**src/rtl/coin_pkg.sv**
```systemverilog
`default_nettype none
// ============================================================================
//  Module      : coin_pkg
//  Description : Shared coin values, dispenser state encoding and coin enum,
//                used by the change dispenser and the coin machine.
//  Revision    : 1.0 - initial release
// ============================================================================
package coin_pkg;

    // Coin values in cents
    localparam logic [7:0] NICKEL  = 8'd5;
    localparam logic [7:0] DIME    = 8'd10;
    localparam logic [7:0] QUARTER = 8'd25;

    // Change-dispenser state encoding
    localparam logic [2:0] ST_IDLE   = 3'd0;
    localparam logic [2:0] ST_SELECT = 3'd1;
    localparam logic [2:0] ST_EJECT  = 3'd2;
    localparam logic [2:0] ST_DONE   = 3'd3;
    localparam logic [2:0] ST_FAULT  = 3'd4;

    typedef enum logic [1:0] {
        COIN_NONE    = 2'd0,
        COIN_NICKEL  = 2'd1,
        COIN_DIME    = 2'd2,
        COIN_QUARTER = 2'd3
    } coin_e;

    // Value in cents of a coin selection (0 for no coin)
    function automatic logic [7:0] coin_value(input coin_e c);
        case (c)
            COIN_NICKEL:  coin_value = NICKEL;
            COIN_DIME:    coin_value = DIME;
            COIN_QUARTER: coin_value = QUARTER;
            default:      coin_value = 8'd0;
        endcase
    endfunction

endpackage : coin_pkg
`default_nettype wire

```
**src/rtl/change_dispenser_coin_select.sv**
```systemverilog
`default_nettype none
// ============================================================================
//  Module      : coin_select
//  Description : Combinational greedy coin picker. Chooses the largest coin
//                that fits the remaining balance and whose tube is not empty.
//  Revision    : 1.0 - initial release
// ============================================================================
module coin_select
    import coin_pkg::*;
(
    input  logic [7:0] remaining_i,
    input  logic       quarter_empty_i,
    input  logic       dime_empty_i,
    input  logic       nickel_empty_i,
    output coin_e      coin_o,
    output logic [7:0] value_o
);

    // Greedy quarter -> dime -> nickel, skipping empty tubes
    always_comb begin
        coin_o = COIN_NONE;
        if ((remaining_i >= QUARTER) && !quarter_empty_i) begin
            coin_o = COIN_QUARTER;
        end else if ((remaining_i >= DIME) && !dime_empty_i) begin
            coin_o = COIN_DIME;
        end else if ((remaining_i >= NICKEL) && !nickel_empty_i) begin
            coin_o = COIN_NICKEL;
        end
        value_o = coin_value(coin_o);
    end

endmodule : coin_select
`default_nettype wire

```
**src/rtl/change_dispenser.sv**
```systemverilog
`default_nettype none
// ============================================================================
//  Module      : change_dispenser
//  Description : Pays a credit balance back as change through a three-tube
//                hopper using a per-coin eject/ack handshake. Reports
//                completion, unpaid residue and sticky hopper timeout faults.
//  Revision    : 1.0 - initial release
// ============================================================================
module change_dispenser
    import coin_pkg::*;
#(
    parameter int ACK_TIMEOUT = 255
)(
    input  logic       clk,
    input  logic       reset,
    input  logic       dispenseBalance,
    input  logic [7:0] count,
    input  logic       quarterEmpty,
    input  logic       dimeEmpty,
    input  logic       nickelEmpty,
    input  logic       hopperAck,
    output logic       ejectQuarter,
    output logic       ejectDime,
    output logic       ejectNickel,
    output logic       busy,
    output logic       done,
    output logic [7:0] residue,
    output logic       fault
);

    // Last counter value before the request is declared lost
    localparam logic [7:0] TMO_LAST = 8'(ACK_TIMEOUT - 1);

    logic [2:0] state_q,     state_d;
    logic [7:0] remaining_q, remaining_d;
    logic [7:0] residue_q,   residue_d;
    logic [7:0] value_q,     value_d;
    logic [7:0] tmo_q,       tmo_d;
    coin_e      coin_q,      coin_d;

    coin_e      pick_coin;
    logic [7:0] pick_value;

    coin_select u_coin_select (
        .remaining_i     (remaining_q),
        .quarter_empty_i (quarterEmpty),
        .dime_empty_i    (dimeEmpty),
        .nickel_empty_i  (nickelEmpty),
        .coin_o          (pick_coin),
        .value_o         (pick_value)
    );

    // Next-state logic for the FSM, balance, coin latch and timeout counter
    always_comb begin
        state_d     = state_q;
        remaining_d = remaining_q;
        residue_d   = residue_q;
        value_d     = value_q;
        tmo_d       = tmo_q;
        coin_d      = coin_q;
        case (state_q)
            ST_IDLE: begin
                if (dispenseBalance) begin
                    remaining_d = count;
                    state_d     = ST_SELECT;
                end
            end
            ST_SELECT: begin
                if (pick_coin == COIN_NONE) begin
                    // Residue is captured here so it is valid during the done pulse
                    residue_d = remaining_q;
                    state_d   = ST_DONE;
                end else begin
                    coin_d  = pick_coin;
                    value_d = pick_value;
                    tmo_d   = 8'd0;
                    state_d = ST_EJECT;
                end
            end
            ST_EJECT: begin
                // Ack wins over a timeout expiring in the same cycle
                if (hopperAck) begin
                    remaining_d = remaining_q - value_q;
                    state_d     = ST_SELECT;
                end else if (tmo_q == TMO_LAST) begin
                    state_d = ST_FAULT;
                end else begin
                    tmo_d = tmo_q + 8'd1;
                end
            end
            ST_DONE: begin
                state_d = ST_IDLE;
            end
            ST_FAULT: begin
                state_d = ST_FAULT;
            end
            default: begin
                state_d = ST_IDLE;
            end
        endcase
    end

    // State registers with synchronous reset
    always_ff @(posedge clk) begin
        if (reset) begin
            state_q     <= ST_IDLE;
            remaining_q <= 8'd0;
            residue_q   <= 8'd0;
            value_q     <= 8'd0;
            tmo_q       <= 8'd0;
            coin_q      <= COIN_NONE;
        end else begin
            state_q     <= state_d;
            remaining_q <= remaining_d;
            residue_q   <= residue_d;
            value_q     <= value_d;
            tmo_q       <= tmo_d;
            coin_q      <= coin_d;
        end
    end

    // Outputs decoded from the registered state; FAULT forces all ejects low
    always_comb begin
        ejectQuarter = (state_q == ST_EJECT) && (coin_q == COIN_QUARTER);
        ejectDime    = (state_q == ST_EJECT) && (coin_q == COIN_DIME);
        ejectNickel  = (state_q == ST_EJECT) && (coin_q == COIN_NICKEL);
        busy         = (state_q != ST_IDLE);
        done         = (state_q == ST_DONE);
        fault        = (state_q == ST_FAULT);
        residue      = residue_q;
    end

endmodule : change_dispenser
`default_nettype wire
```
**config.mk**
```make
export PLATFORM = sky130hd
export DESIGN_NAME = change_dispenser
export DESIGN_NICKNAME = d
export VERILOG_FILES = /design/src/rtl/coin_pkg.sv /design/src/rtl/change_dispenser_coin_select.sv /design/src/rtl/change_dispenser.sv
export SDC_FILE = /design/constraint.sdc
export NUM_CORES = 1
export LEC_CHECK = 0
export ABC_AREA = 0
export CAP_MARGIN = 20
export CORE_UTILIZATION = 43
export CTS_CLUSTER_SIZE = 16
export DETAILED_ROUTE_END_ITERATION = 12
export PLACE_DENSITY = 0.79
export SLEW_MARGIN = 0
export SYNTH_ARGS = -nofsm -noshare
export SYNTH_HDL_FRONTEND = slang
export SYNTH_SLANG_ARGS = --single-unit
export TNS_END_PERCENT = 10
```
**constraint.sdc**
```tcl
create_clock -name clk -period 2.09 [get_ports clk]
set_input_delay 0.209 -clock clk [delete_from_list [all_inputs] [get_ports clk]]
set_output_delay 0.209 -clock clk [all_outputs]
set_load 0.01 [all_outputs]
```
Word-level counts from Yosys, hierarchy flattened --
Cells that the tools add are included.
Storage, ports and cells: logic and storage cells 64, register bits after elaboration 37, output and inout port bits 14, input port bits 15
Operators by class: equality and inequality tests 17, bitwise gates (word level) 1, reduce and logical (&&, ||, !) cells 19, mux-type cells 16, magnitude comparators 3, $add $sub $neg 2
Operators with widths (count):
- 8-bit 2-to-1 mux | 5
- 8-bit case mux with 2 select lines | 2
- 5-bit case mux with 3 select lines | 1
- 3-bit case mux with 4 select lines | 1
- 2-bit inequality test (second input constant) | 5
- 3-bit 2-to-1 mux | 3
- 8-bit by 1-bit adder with 8-bit output (second input constant) | 1
- 2-bit equality test (second input constant) | 4
- 8-bit equality test (second input constant) | 1
- 8-bit by 3-bit greater-or-equal comparator with 1-bit output (second input constant) | 1
- 8-bit by 4-bit greater-or-equal comparator with 1-bit output (second input constant) | 1
- 8-bit by 5-bit greater-or-equal comparator with 1-bit output (second input constant) | 1
- 8-bit subtractor | 1
- 3-bit by 2-bit equality test with 1-bit output (second input constant) | 2
- 1-bit logical AND | 6
- 2-bit AND reduction | 3
- 2-bit by 1-bit equality test with 1-bit output (second input constant) | 2
- 2-bit 2-to-1 mux | 2
- 4-bit AND reduction | 1
- 2-bit nonzero test | 2
- 3-bit by 1-bit equality test with 1-bit output (second input constant) | 1
- 3-bit equality test (second input constant) | 1
- 1-bit logical NOT | 3
- 3-bit logical NOT | 1
- other kinds (6) | 7

Depth between registers and ports, before layout --
Gate-level depths: netlist of run 1.
depth after elaboration 8, gate-level depth with buffers 9, mapped depth without buffers 9

Modules after synthesis --
A second synthesis of run 1 with hierarchy kept.
Unflattened totals: cells, all modules 253, area, all modules 2014.4 µm²
By module, submodules not included:
- change_dispenser | seq. area each 740.7 µm², area an instance 1878.1 µm², cells each 234, times used 1
- coin_select | seq. area each 0.0 µm², area an instance 136.4 µm², cells each 19, times used 1

Least setup slack after synthesis of run 1 --
Ideal clock, no wire load.
path type reg2reg, start point reg value_q[1], end point reg remaining_q[5], stages on the path, launching flop included 9, slack 0.207 ns, arrival 1.788 ns, period minus slack after synthesis 1.883 ns, data required time 1.995 ns, path through dfxtp_1 -> inv_1 -> ha_1 -> nor2b_1 -> o21a_1 -> o21a_1 -> o21a_1 -> o41a_1 -> o311ai_1
Between the ends: word-level cells in the longest chain between the ends 3
Ends and longest elaborated chain:
- start: declaration | line change_dispenser.sv:37 | logic [7:0] value_q, value_d;
- start signal: assignment | line change_dispenser.sv:116 | value_q <= value_d;
- 8-bit subtractor | line change_dispenser.sv:83 | remaining_d = remaining_q - value_q;
- 8-bit 2-to-1 mux | line change_dispenser.sv:82 | if (hopperAck) begin
- 8-bit case mux with 2 select lines | line change_dispenser.sv:61 | case (state_q)
- end signal: assignment | line change_dispenser.sv:114 | remaining_q <= remaining_d;
- end: declaration | line change_dispenser.sv:35 | logic [7:0] remaining_q, remaining_d;
No other way between the ends. The select of a mux whose other input is x is not followed. A chain may end at the register's enable or synchronous reset.

Worst setup path after layout of run 1 --
Ends and elaborated chain as after synthesis.

==> flow_summary_export.csv, run 1 <==
group,metric,value,unit
layout,n_fill_cell,335,
layout,final_area,2200,sq um
clock_tree,postCtsSetupRepairBufs,0,
floorplanning,die-height,65.6,um
timing,skew,0.00557,ns
global_routing,track_usage,20.2,%
hold_path,hp-start,"residue[6]",
flow_run,drv_cap,0,
synth,ys_seq_area_share,36.8,%
hold_path,hp-class,"flop to flop",
synth,synth_fa_ha_area_share,6.19,%
layout,drive_above_1_share,11.4,%
timing,hold_slack,0.501,ns
synth,yosysTopAreaCellShare,36.8,%
route,wl_per_cell,14.0,um
route,ant_nets,0,
timing,max_freq,502,MHz
placed_design,placed_cell_area,2080,sq um
layout,final_cell_mix,"33 x nor2_1, 30 x dfxtp_1, 28 x clkdlybuf4s50_1",
clock_tree,cts_resized,0,
synth,async_reset_ff_share,0,%
layout,antenna_cells,0,
global_routing,grt-ovfl-total,0,
global_routing,grt_max_degree,29,
synth,ys_warn_count,0,
synth,synthMuxAreaShare,4.60,%
timing,slew_viol_final,0,
floorplanning,fp.dieW,65.6,um
synth,synth_flop_cell,"dfxtp_1",
clock_tree,htreeDepth,2,
placed_design,gp_congestion,0.817,
power_and_ir_drop,powerDensity,948,nW/um^2
clock_tree,hold_buffers,0,
route,num_vias,1523,
synth,synth_simple_gate_area_share,22.2,%
route,wl,3870,um
synth,synth.top_cells.by_area,"dfxtp_1 37%, nor2_1 7.1%, ha_1 5.0%, mux2i_1 4.6%, a211oi_1 3.9%",
floorplanning,pin_count,29,
timing,finalHoldViolations,0,
route,viasPerCell,5.52,
synth,synth_nets,220,
clock_tree,clk_latency,0.28,ns
layout,multi_input_area,1000,sq um
clock_tree,clk_pin_slew_worst_paths,0.07,ns
synth,synth_cell_types,47,
power_and_ir_drop,power.leakage,0.787,nW
timing,period_minus_slack,1.99,ns
timing,worst_pin_slew,0.506,ns
layout,area_delta_synth_final,26.3,%
synth,synth_xor_area_share,3.02,%
route,drt_iter0_drc,89,
timing,setup_violations,0,
worst_setup_path,crit_type,"flop to flop",
worst_setup_path,cp-end-kind,"flop",
synth,synth-compound-area-share,21.5,%
layout,finalNonFillerCells,276,
layout,final_common_cell,"nor2_1",
worst_setup_path,start_kind,"flop",
placed_design,hpwl,2800,um
synth,synth_area,1740,sq um
global_routing,grt_pass1_vias,1481,
clock_tree,cts_tree,"done",
clock_tree,ctsRootBufferMaster,"clkbuf_8",
layout,nNetsFinal,250,
synth,synth_top_family_by_area,"simple AND/OR/NAND/NOR gates",
outcome,status,"completed",
worst_setup_path,crit_fanout,4,
synth,synthCells,197,
floorplanning,core,3770,sq um
worst_setup_path,crit_start,"value_q[1]",
route,first_pass_iters,4,
timing,fin_crit_sh,95.3,%
synth,syn_avg_cell_area,8.83,sq um
timing,relSlewSlack,65.9,%
timing,setup_slack,0.0980,ns
placed_design,port_buffers,28,
worst_setup_path,cp.arrival,2.19,ns
synth,yosysTopAreaCell,"dfxtp_1",
route,route.detailed.drc,0,
worst_setup_path,worst_ep_required_time,2.29,ns
floorplanning,row_count,22,
placed_design,place_ws,0.0416,ns
floorplanning,dieArea,4300,sq um
clock_tree,clock-sinks,32,
floorplanning,start_util,46.1,%
placed_design,placed_cells,268,
power_and_ir_drop,peakVddDrop,0.540,mV
global_routing,antenna_found_initial,0,
layout,post-route-util,58.2,%
layout,seqCellArea,646,sq um
worst_setup_path,reg2reg_from,"value_q[1]",
synth,synth_edf_count,0,
clock_tree,clock_path_buffers,2,
synth,ys_seq_elements,32,
clock_tree,numCtsBuffers,5,
global_routing,grt_pass1_wl,6560,um
## cell families (layout without fill, tap and decap cells)
group,Yosys count,count (layout)
adders and majority gates,8,8
and+or+nand+nor,73,73
AOI/OAI and AO/OA,48,48
muxes,8,8
xor gates and xnor gates,6,6
DFF,32,32
buffers and inverters,22,53
## critical path, cell delays in order (launching register included)
cell and delay [ns]:
dfxtp_4 0.37, inv_1 0.05, ha_1 0.25, nor2b_1 0.13, o21a_1 0.19, o21a_1 0.18, o21a_1 0.21, o41a_1 0.32
o311ai_1 0.21
## cell type report
type                    instances  share of cell area (%)
clock buffers                   6                    3.30
flip-flops and latches         32                    29.4
clock inverters                 2                    1.60
repair buffers                 34                    15.4
well taps                      48                    2.74
multi-input cells             143                    45.7
inverters                      11                    1.88
## worst paths after layout
check	endpoint	slack, ns	cells after the start
worst max register to register	remaining_q[5]	0.1	8
worst min-delay path	residue[6]	0.50	2
worst min register to register	residue[6]	0.50	2
worst max-delay path	remaining_q[5]	0.1	8
## per-layer routing
| metal | GRT usage [%] | vias up | share of wire (%) |
|---|---|---|---|
| met1 | 24.7 | 707 | 46 |
| met3 | 5.56 | 8 | 5.2 |
| met5 | 0 | - | 0 |
| met4 | 8.97 | 0 | 1.8 |
| li1 | - | 771 | - |
| met2 | 32.7 | 37 | 47 |
## sequential cells by signal, indices dropped and copies added, names as in the netlist
name and flops:
remaining_q 8, residue 8, tmo_q 8, state_q 3
value_q 3, coin_q 2
## through the flow
stage / power, mW / setup TNS, ns
floorplan: 1.30 / 0
global placement: 1.49 / 0
detailed placement: 1.51 / 0
CTS: 2.09 / 0
global route: 2.21 / -0.00327
finish: 2.08 / 0
## Yosys cell counts, types with 3 or more instances
library cell and n:
nor2b_1 3, o21a_1 4, a211oi_1 9, nor2_1 33, nand4_1 5, a22oi_1 3
mux2i_1 8, ha_1 7, clkbuf_1 6, o21ai_0 8, a21oi_1 8, xor2_1 6
nor3b_1 3, nor3_1 9, dfxtp_1 32, inv_1 11, nand2_1 7
## where the power goes
| group | internal, mW | leakage [nW] | switching [mW] | total [mW] |
|---|---|---|---|---|
| Combinational | 0.337 | 0.470 | 0.401 | 0.738 |
| Sequential | 0.681 | 0.262 | 0.0897 | 0.771 |
| Clock | 0.353 | 0.0552 | 0.220 | 0.574 |
(Power assumes the default switching activity.)
==> run 2, diff against run 1 <==
Settings changed: PLACE_DENSITY 0.79 to 0.69.
Clock period 2.09 ns to 1.7 ns, I/O delays scaled along.
==> flow_summary_export.csv, run 2 (synthesized netlist as in run 1, its figures left out) <==
group,metric,value,unit
clock_tree,ctsRootBufferMaster,"clkbuf_8",
layout,nNetsFinal,286,
placed_design,place_ws,-0.289,ns
clock_tree,cts_tree,"done",
layout,final_area,2550,sq um
worst_setup_path,start_kind,"flop",
layout,post-route-util,67.6,%
timing,skew,0.00562,ns
floorplanning,dieArea,4300,sq um
route,viasPerCell,5.32,
timing,period_minus_slack,1.92,ns
global_routing,grt-ovfl-total,0,
power_and_ir_drop,powerDensity,1170,nW/um^2
clock_tree,clk_latency,0.28,ns
worst_setup_path,reg2reg_setup_slack,-0.22,ns
layout,area_delta_synth_final,46.6,%
layout,finalNonFillerCells,312,
route,wl,4480,um
layout,final_common_cell,"buf_4",
timing,finalSetupTns,-1.61,ns
layout,drive_above_1_share,29.9,%
route,drt_iter0_drc,77,
worst_setup_path,worst_ep_required_time,1.89,ns
clock_tree,numCtsBuffers,5,
placed_design,placed_cell_area,2340,sq um
layout,n_fill_cell,307,
route,ant_nets,0,
clock_tree,clock_path_buffers,2,
floorplanning,core,3770,sq um
outcome,status,"finished with violations",
global_routing,grt_pass1_wl,7200,um
clock_tree,htreeDepth,2,
worst_setup_path,crit_type,"flop to flop",
worst_setup_path,rr_worst_depth,8,
global_routing,grt_pass1_vias,1576,
global_routing,grt_max_degree,29,
worst_setup_path,cp.arrival,2.11,ns
outcome,violations,"negative setup slack",
worst_setup_path,crit_fanout,4,
layout,final_cell_mix,"40 x buf_4, 33 x nor2_1, 27 x dfxtp_1",
placed_design,gp_congestion,0.835,
worst_setup_path,crit_start,"value_q[1]",
timing,hold_slack,0.494,ns
worst_setup_path,reg2reg_from,"value_q[1]",
timing,worst_pin_slew,0.355,ns
route,route.detailed.drc,0,
worst_setup_path,worstReg2RegEnd,"remaining_q[5]",
placed_design,hpwl,3060,um
floorplanning,fp.dieW,65.6,um
clock_tree,clk_pin_slew_worst_paths,0.07,ns
placed_design,placed_cells,302,
layout,antenna_cells,0,
worst_setup_path,cp-end-kind,"flop",
power_and_ir_drop,power.leakage,1.01,nW
floorplanning,start_util,46.1,%
placed_design,port_buffers,28,
route,first_pass_iters,4,
timing,max_freq,521,MHz
route,wl_per_cell,14.3,um
timing,setup_violations,19,
flow_run,drv_cap,0,
global_routing,antenna_found_initial,0,
timing,finalHoldViolations,0,
clock_tree,hold_buffers,0,
clock_tree,clock-sinks,32,
timing,setup_slack,-0.220,ns
floorplanning,row_count,22,
route,num_vias,1660,
timing,rsz0062_at_grt,"yes",
floorplanning,pin_count,29,
timing,fin_crit_sh,113,%
power_and_ir_drop,total_power,2.99,mW
hold_path,hp-start,"residue[6]",
timing,slew_viol_final,0,
hold_path,hp-class,"flop to flop",
worst_setup_path,cp-endpoint,"remaining_q[5]",
power_and_ir_drop,peakVddDrop,0.620,mV
floorplanning,die-height,65.6,um
global_routing,track_usage,22.5,%
timing,relSlewSlack,76.3,%
[run 2: cell count changes in the layout (fill, tap and decap cells not counted), moves of 2 or more]
cell / change
o21ai_0: -2
clkdlybuf4s50_1: -5
dfxtp_2: +4
dfxtp_1: -3
nor3_1: -2
buf_4: +35
o21ai_2: +2
dlygate4sd2_1: +4
ha_1: -2
[run 2: what timing repair did]
| item | 4_1_cts | 5_1_grt |
|---|---|---|
| resized for setup | 15 | 15 |
| pin swaps | 5 | 6 |
| endpoints found under the setup margin | 28 | 27 |
| setup buffers | 1 | 1 |
[run 2: layout make-up]
| class | count | area [sq um] | share of cell area (%) |
|---|---|---|---|
| Clock buffer | 6 | 72.6 | 2.85 |
| Clock inverter | 2 | 35.0 | 1.37 |
| Inverter | 11 | 41.3 | 1.62 |
| Multi-Input combinational cell | 143 | 1080 | 42.5 |
| Sequential cell | 32 | 647 | 25.4 |
| Tap cell | 48 | 60.1 | 2.36 |
| Timing Repair Buffer | 70 | 609 | 23.9 |
[run 2: power by group]
group          internal, mW  switching (mW)
Clock                 0.435           0.284
Sequential            0.840          0.0726
Combinational         0.693           0.667
Total                  1.97            1.02
[run 2: worst min-delay path by stage]
stage                            end  slack, ns  cells after the start
after floorplan           state_q[0]       0.32                      2
after global placement    residue[4]       0.47                      2
after detailed placement  residue[6]       0.48                      2
after CTS                 residue[6]       0.50                      2
after global routing      residue[4]       0.52                      2
final                     residue[6]       0.49                      2
[run 2: critical path, cell delays in order, from the launching register on]
cell and delay [ns]:
dfxtp_2 0.35, inv_2 0.05, ha_4 0.20, nor2b_4 0.11, o21a_1 0.18, o21a_1 0.19
o21a_1 0.21, o41a_1 0.31, o311ai_1 0.22
[run 2: layer usage]
metal	share of wire (%)	vias to the layer above	GRT usage, %	wire length (um)
li1	-	842	-	-
met3	3.4	2	7.12	152
met1	47	783	27.4	2130
met4	0.56	0	6.25	25
met2	49	33	37.6	2170
met5	0	-	0	0
